[config.mk]
export PLATFORM = sky130hd
export DESIGN_NAME = ascending_sorter_3inputs_8bits
export DESIGN_NICKNAME = d
export VERILOG_FILES = /design/src/rtl/ascending_sorter_3inputs_8bits.sv
export SDC_FILE = /design/constraint.sdc
export NUM_CORES = 1
export LEC_CHECK = 0
export CORE_ASPECT_RATIO = 1.4
export CORE_MARGIN = 8
export CORE_UTILIZATION = 50
export DETAILED_ROUTE_END_ITERATION = 10
export DONT_BUFFER_PORTS = 1
export PLACE_DENSITY = 0.72
export SYNTH_ARGS = -nofsm -noshare
export SYNTH_HDL_FRONTEND = slang
export SYNTH_SLANG_ARGS = --single-unit
export TNS_END_PERCENT = 10
[constraint.sdc]
create_clock -name clk -period 3.4 [get_ports clk]
set_input_delay 0.68 -clock clk [delete_from_list [all_inputs] [get_ports clk]]
set_output_delay 0.68 -clock clk [all_outputs]
set_load 0.05 [all_outputs]
[src/rtl/ascending_sorter_3inputs_8bits.sv]
// ascending_sorter_3inputs_8bits
//
// Purpose:
//   Three-stage pipelined sorting network for three unsigned samples. It is
//   used as the column/row sorter inside a 3x3 median filter. A new triple is
//   accepted every clock and its sorted result appears exactly three clock
//   edges later. There is no backpressure.
//
// Ports:
//   clk        rising-edge clock
//   rst_n      asynchronous active-low reset; clears all pipeline state
//   in_valid   qualifies in0/in1/in2 this cycle
//   in0..in2   unsigned input samples, WIDTH bits each
//   out_valid  min/mid/max hold a sorted result (in_valid delayed by 3)
//   min        smallest of the triple
//   mid        median of the triple
//   max        largest of the triple
//
// Handshake: valid-only streaming. A triple is taken on every rising edge.
// in_valid travels alongside the data, and out_valid marks the cycles in
// which min/mid/max belong to a real input. The data registers load on every
// cycle whatever in_valid is, so consumers must qualify the data with
// out_valid.

module ascending_sorter_3inputs_8bits #(
  parameter int WIDTH = 8
) (
  input  logic             clk,
  input  logic             rst_n,
  input  logic             in_valid,
  input  logic [WIDTH-1:0] in0,
  input  logic [WIDTH-1:0] in1,
  input  logic [WIDTH-1:0] in2,
  output logic             out_valid,
  output logic [WIDTH-1:0] min,
  output logic [WIDTH-1:0] mid,
  output logic [WIDTH-1:0] max
);

  // Stage 1: compare-exchange (in0, in1), in2 passes through.
  logic             s1_valid_q, s1_valid_d;
  logic [WIDTH-1:0] s1_lo_q, s1_lo_d;
  logic [WIDTH-1:0] s1_hi_q, s1_hi_d;
  logic [WIDTH-1:0] s1_pass_q, s1_pass_d;

  // Stage 2: compare-exchange (hi1, in2), lo1 passes through.
  logic             s2_valid_q, s2_valid_d;
  logic [WIDTH-1:0] s2_lo_q, s2_lo_d;
  logic [WIDTH-1:0] s2_t_q, s2_t_d;
  logic [WIDTH-1:0] s2_max_q, s2_max_d;

  // Stage 3: compare-exchange (lo1, t), max passes through.
  logic             out_valid_q, out_valid_d;
  logic [WIDTH-1:0] min_q, min_d;
  logic [WIDTH-1:0] mid_q, mid_d;
  logic [WIDTH-1:0] max_q, max_d;

  always_comb begin
    s1_valid_d = in_valid;
    s1_pass_d  = in2;
    if (in0 <= in1) begin
      s1_lo_d = in0;
      s1_hi_d = in1;
    end else begin
      s1_lo_d = in1;
      s1_hi_d = in0;
    end
  end

  // After stage 1, hi1 is the larger of the first pair, so the larger of
  // hi1 and in2 is already the overall maximum.
  always_comb begin
    s2_valid_d = s1_valid_q;
    s2_lo_d    = s1_lo_q;
    if (s1_hi_q <= s1_pass_q) begin
      s2_t_d   = s1_hi_q;
      s2_max_d = s1_pass_q;
    end else begin
      s2_t_d   = s1_pass_q;
      s2_max_d = s1_hi_q;
    end
  end

  // The two remaining candidates (lo1 and t) hold the minimum and the median.
  always_comb begin
    out_valid_d = s2_valid_q;
    max_d       = s2_max_q;
    if (s2_lo_q <= s2_t_q) begin
      min_d = s2_lo_q;
      mid_d = s2_t_q;
    end else begin
      min_d = s2_t_q;
      mid_d = s2_lo_q;
    end
  end

  always_ff @(posedge clk or negedge rst_n) begin
    if (!rst_n) begin
      s1_valid_q  <= 1'b0;
      s1_lo_q     <= '0;
      s1_hi_q     <= '0;
      s1_pass_q   <= '0;
      s2_valid_q  <= 1'b0;
      s2_lo_q     <= '0;
      s2_t_q      <= '0;
      s2_max_q    <= '0;
      out_valid_q <= 1'b0;
      min_q       <= '0;
      mid_q       <= '0;
      max_q       <= '0;
    end else begin
      s1_valid_q  <= s1_valid_d;
      s1_lo_q     <= s1_lo_d;
      s1_hi_q     <= s1_hi_d;
      s1_pass_q   <= s1_pass_d;
      s2_valid_q  <= s2_valid_d;
      s2_lo_q     <= s2_lo_d;
      s2_t_q      <= s2_t_d;
      s2_max_q    <= s2_max_d;
      out_valid_q <= out_valid_d;
      min_q       <= min_d;
      mid_q       <= mid_d;
      max_q       <= max_d;
    end
  end

  assign out_valid = out_valid_q;
  assign min       = min_q;
  assign mid       = mid_q;
  assign max       = max_q;

endmodule

==> summary.txt <==
Status
  – Status: complete, no violations

Pwr
  – Internal power: 1.68 mW
  – Power Dens Cells: 720 mW/mm^2
  – Clk network pwr share: 0.269
  – Leakage: 1.73 nW
  – Switching Share: 0.354
  – Register share of total power: 0.551
  – VDD IR-drop max: 273 uV
  – Psw: 0.922 mW
  – Comb pwr share: 0.180

Logic synthesis
  – FF+latch count, synth: 75
  – Leading area contributor after synthesis: dfrtp_1
  – Post-Synthesis Cell Area: 0.00331 sq mm
  – Synth top area cells: dfrtp_1 57%, mux2_4 14%, ha_1 9.1%, mux2_2 6.1%, inv_1 2.7%
  – Synth cell types: 18
  – Syn Inst Count: 207
  – Post-Syn Nets: 258
  – Synth top area share: 0.567
  – Post-synthesis sequential area ratio: 0.567
  – Post-synth EDFFs: 0
  – Ys async rst share: 1.00
  – Ys Warns: 0
  – Commonest cells in the netlist: 75 x dfrtp_1, 30 x mux2_4, 24 x ha_1, 24 x inv_1, 18 x mux2_2
  – Count leader, synth: dfrtp_1
  – Top FF cell, synth: dfrtp_1
  – Avg Cell Area, Syn: 16.0 sq um

Timing
  – Worst slew pin tran: 0.809 ns
  – Worst setup margin: 1.26 ns
  – RSZ-0062 raised after global routing: false
  – Skew final: 0.00918 ns
  – Minimum clock period: 2.14 ns
  – Setup violators final: 0
  – Worst Hold Slack: 0.0253 ns
  – Fin Setup TNS: 0 ns
  – Fin. Hold Viols: 0
  – Achievable Freq: 0.467 GHz
  – Final Max Tran Viols: 0
  – Worst rel slew slack: 0.459
  – Final period util: 0.630

Die
  – Ports: 52
  – Initial core utilization: 0.511
  – Die area: 0.00952 sq mm
  – Core Region: 0.00648 sq mm
  – Core Rows: 35
  – Die H: 112 microns
  – Die Wd: 84.8 microns

Global routing
  – Gr usage total: 0.118
  – Initial antenna violation count: 0
  – Gr ovfl total: 0
  – First-pass GRT wire length: 8.58 mm
  – Largest net degree at the start of global routing: 28
  – Vias in the first global route: 1785

Clock tree
  – Clock root buffer: clkbuf_8
  – Post-CTS setup buffers: 0
  – Reg clk slew, reported paths: 0.07 ns
  – Worst skew pair latency: 0.35 ns
  – Clock sink count: 75
  – Clk buf depth: 2
  – TritonCTS buffer count: 9
  – TritonCTS clock tree: yes
  – H-tree Lvls: 3

Drt
  – Via density: 5.26
  – Post-DRT Antenna Nets: 0
  – Avg WL per Cell: 16.6 microns
  – Iteration count of the initial detailed-routing pass: 2
  – DRC: 0
  – WL final: 4.95 mm
  – Iter 0 DRT Violations: 27
  – DR vias: 1573

Worst setup path
  – CP delay by family, top: compound AO/OA/AOI/OAI gates
  – CP startpoint kind: flip-flop
  – FF-to-FF Start: s1_hi_q[5]
  – Critical Path AT: 2.37 ns
  – Critical-path cell list: ha_1 > a21oi_1 > o21ai_4 > o22ai_4 > mux2_2
  – Req. time, crit path: 3.63 ns
  – Reg-to-reg endpoint: max_d[0]
  – Worst Reg-to-Reg Cells: 5
  – Slowest stage delay, CP: 0.49 ns
  – Crit path kind: flip-flop to flip-flop
  – Crit. End Element: flip-flop
  – FF-to-FF setup slack: 1.26 ns
  – Worst-path fanout max: 16
  – WP buf/inv: 0
  – Worst path slowest cell: o22ai_4

Final layout
  – Util after Layout: 0.558
  – Share of layout cells above drive strength 1: 0.369
  – ANT cells: 0
  – Nets: 271
  – # fillers: 541
  – Synth-to-Final Area Change: 9.26%

Placed design
  – RD Place Congestion: 0.768
  – Port bufs: 0
  – Post-detail-place hpwl: 3.58 mm
  – Post-place setup slack: 0.947 ns

Worst hold path
  – HP Class: input port to asynchronous set/reset pin

Flow run
  – Max-cap viol count: 0
## sequential cells by signal (all words and copies together), names as in the netlist
register / flops
min: 8
out_valid_d: 1
mid: 8
s1_valid_q: 1
s1_pass_q: 8
s2_t_q: 8
max: 8
s2_lo_q: 8
s1_hi_q: 8
max_d: 8
out_valid: 1
s1_lo_q: 8
## worst reg2reg max path, cell delays in order (launching register included)
cell and delay (ns):
dfrtp_1 0.40, ha_1 0.36, a21oi_1 0.27, o21ai_4 0.09, o22ai_4 0.49, mux2_2 0.41
## how the worst max path moves through the flow
stage	end	slack [ns]	start	cells after the start
6_report	max_d[0]	1.26	s1_hi_q[5]	5
5_1_grt	s2_t_q[7]	1.12	s1_hi_q[5]	5
4_1_cts	max_d[0]	1.23	s1_hi_q[5]	5
3_5_place_dp	s1_hi_q[0]	0.95	in1[5]	6
3_3_place_gp	s1_hi_q[3]	0.98	in1[5]	6
2_1_floorplan	s1_hi_q[4]	1.24	in1[7]	7
## layer usage
metal | wire [microns] | track usage | vias to the layer above | part of all wire
li1 | - | - | 742 | -
met4 | 135 | 0.0823 | 0 | 0.027
met3 | 376 | 0.0453 | 10 | 0.076
met1 | 1820 | 0.114 | 780 | 0.37
met5 | 0 | 0 | - | 0
met2 | 2610 | 0.201 | 41 | 0.53
## kinds of logic (layout without fill, tap and decap cells)
logic type,Yosys count,after routing,synth area share
compound gates,21,21,0.0635
fa+ha+maj,24,24,0.0907
mux,48,48,0.197
flops,75,75,0.567
simple gates,12,12,0.0382
buf+inv,27,45,0.0438
## final cells by class
| class | instances | area (sq um) | share of cell area |
|---|---|---|---|
| Timing Repair Buffer | 5 | 60.1 | 0.0166 |
| Inverter | 24 | 90.1 | 0.0249 |
| Clock inverter | 6 | 71.3 | 0.0197 |
| Clock buffer | 10 | 138 | 0.0380 |
| Tap cell | 74 | 92.6 | 0.0256 |
| Sequential cell | 75 | 1880 | 0.519 |
| Multi-Input combinational cell | 105 | 1290 | 0.357 |
## metrics by stage
step,std cells,total power [mW],instance area (sq um)
3_5_place_dp,278,1.92,3350
2_1_floorplan,207,1.87,3310
6_report,299,2.61,3620
3_3_place_gp,278,1.90,3350
5_1_grt,299,2.74,3620
4_1_cts,298,2.65,3610
## repair_timing
item                                   in CTS  in global routing
hold buffers                                4                  1
endpoints found under the hold margin      27                  9
resized for setup                           0                  0
## power groups by stage
stage	Combinational [mW]	Sequential, mW	Clock (mW)
2_1_floorplan	0.436	1.43	0
3_3_place_gp	0.446	1.46	0
3_5_place_dp	0.456	1.46	0
4_1_cts	0.478	1.44	0.728
5_1_grt	0.518	1.46	0.763
6_report	0.470	1.44	0.700
## cell usage in the layout (no fill, tap or decap)
cell	n
ha_1	24
o211ai_2	3
nand4_2	1
a21oi_2	3
nand4_4	2
clkbuf_8	10
o21ai_2	1
mux2_2	18
nand4_1	3
buf_12	1
dfrtp_1	75
dlygate4sd3_1	4
inv_6	3
o22ai_4	3
nand2_1	3
nor2b_4	3
inv_1	24
bufinv_16	1
clkinvlp_4	2
mux2_4	30
o21ai_4	2
a21oi_1	9
(Power assumes the default switching activity.)
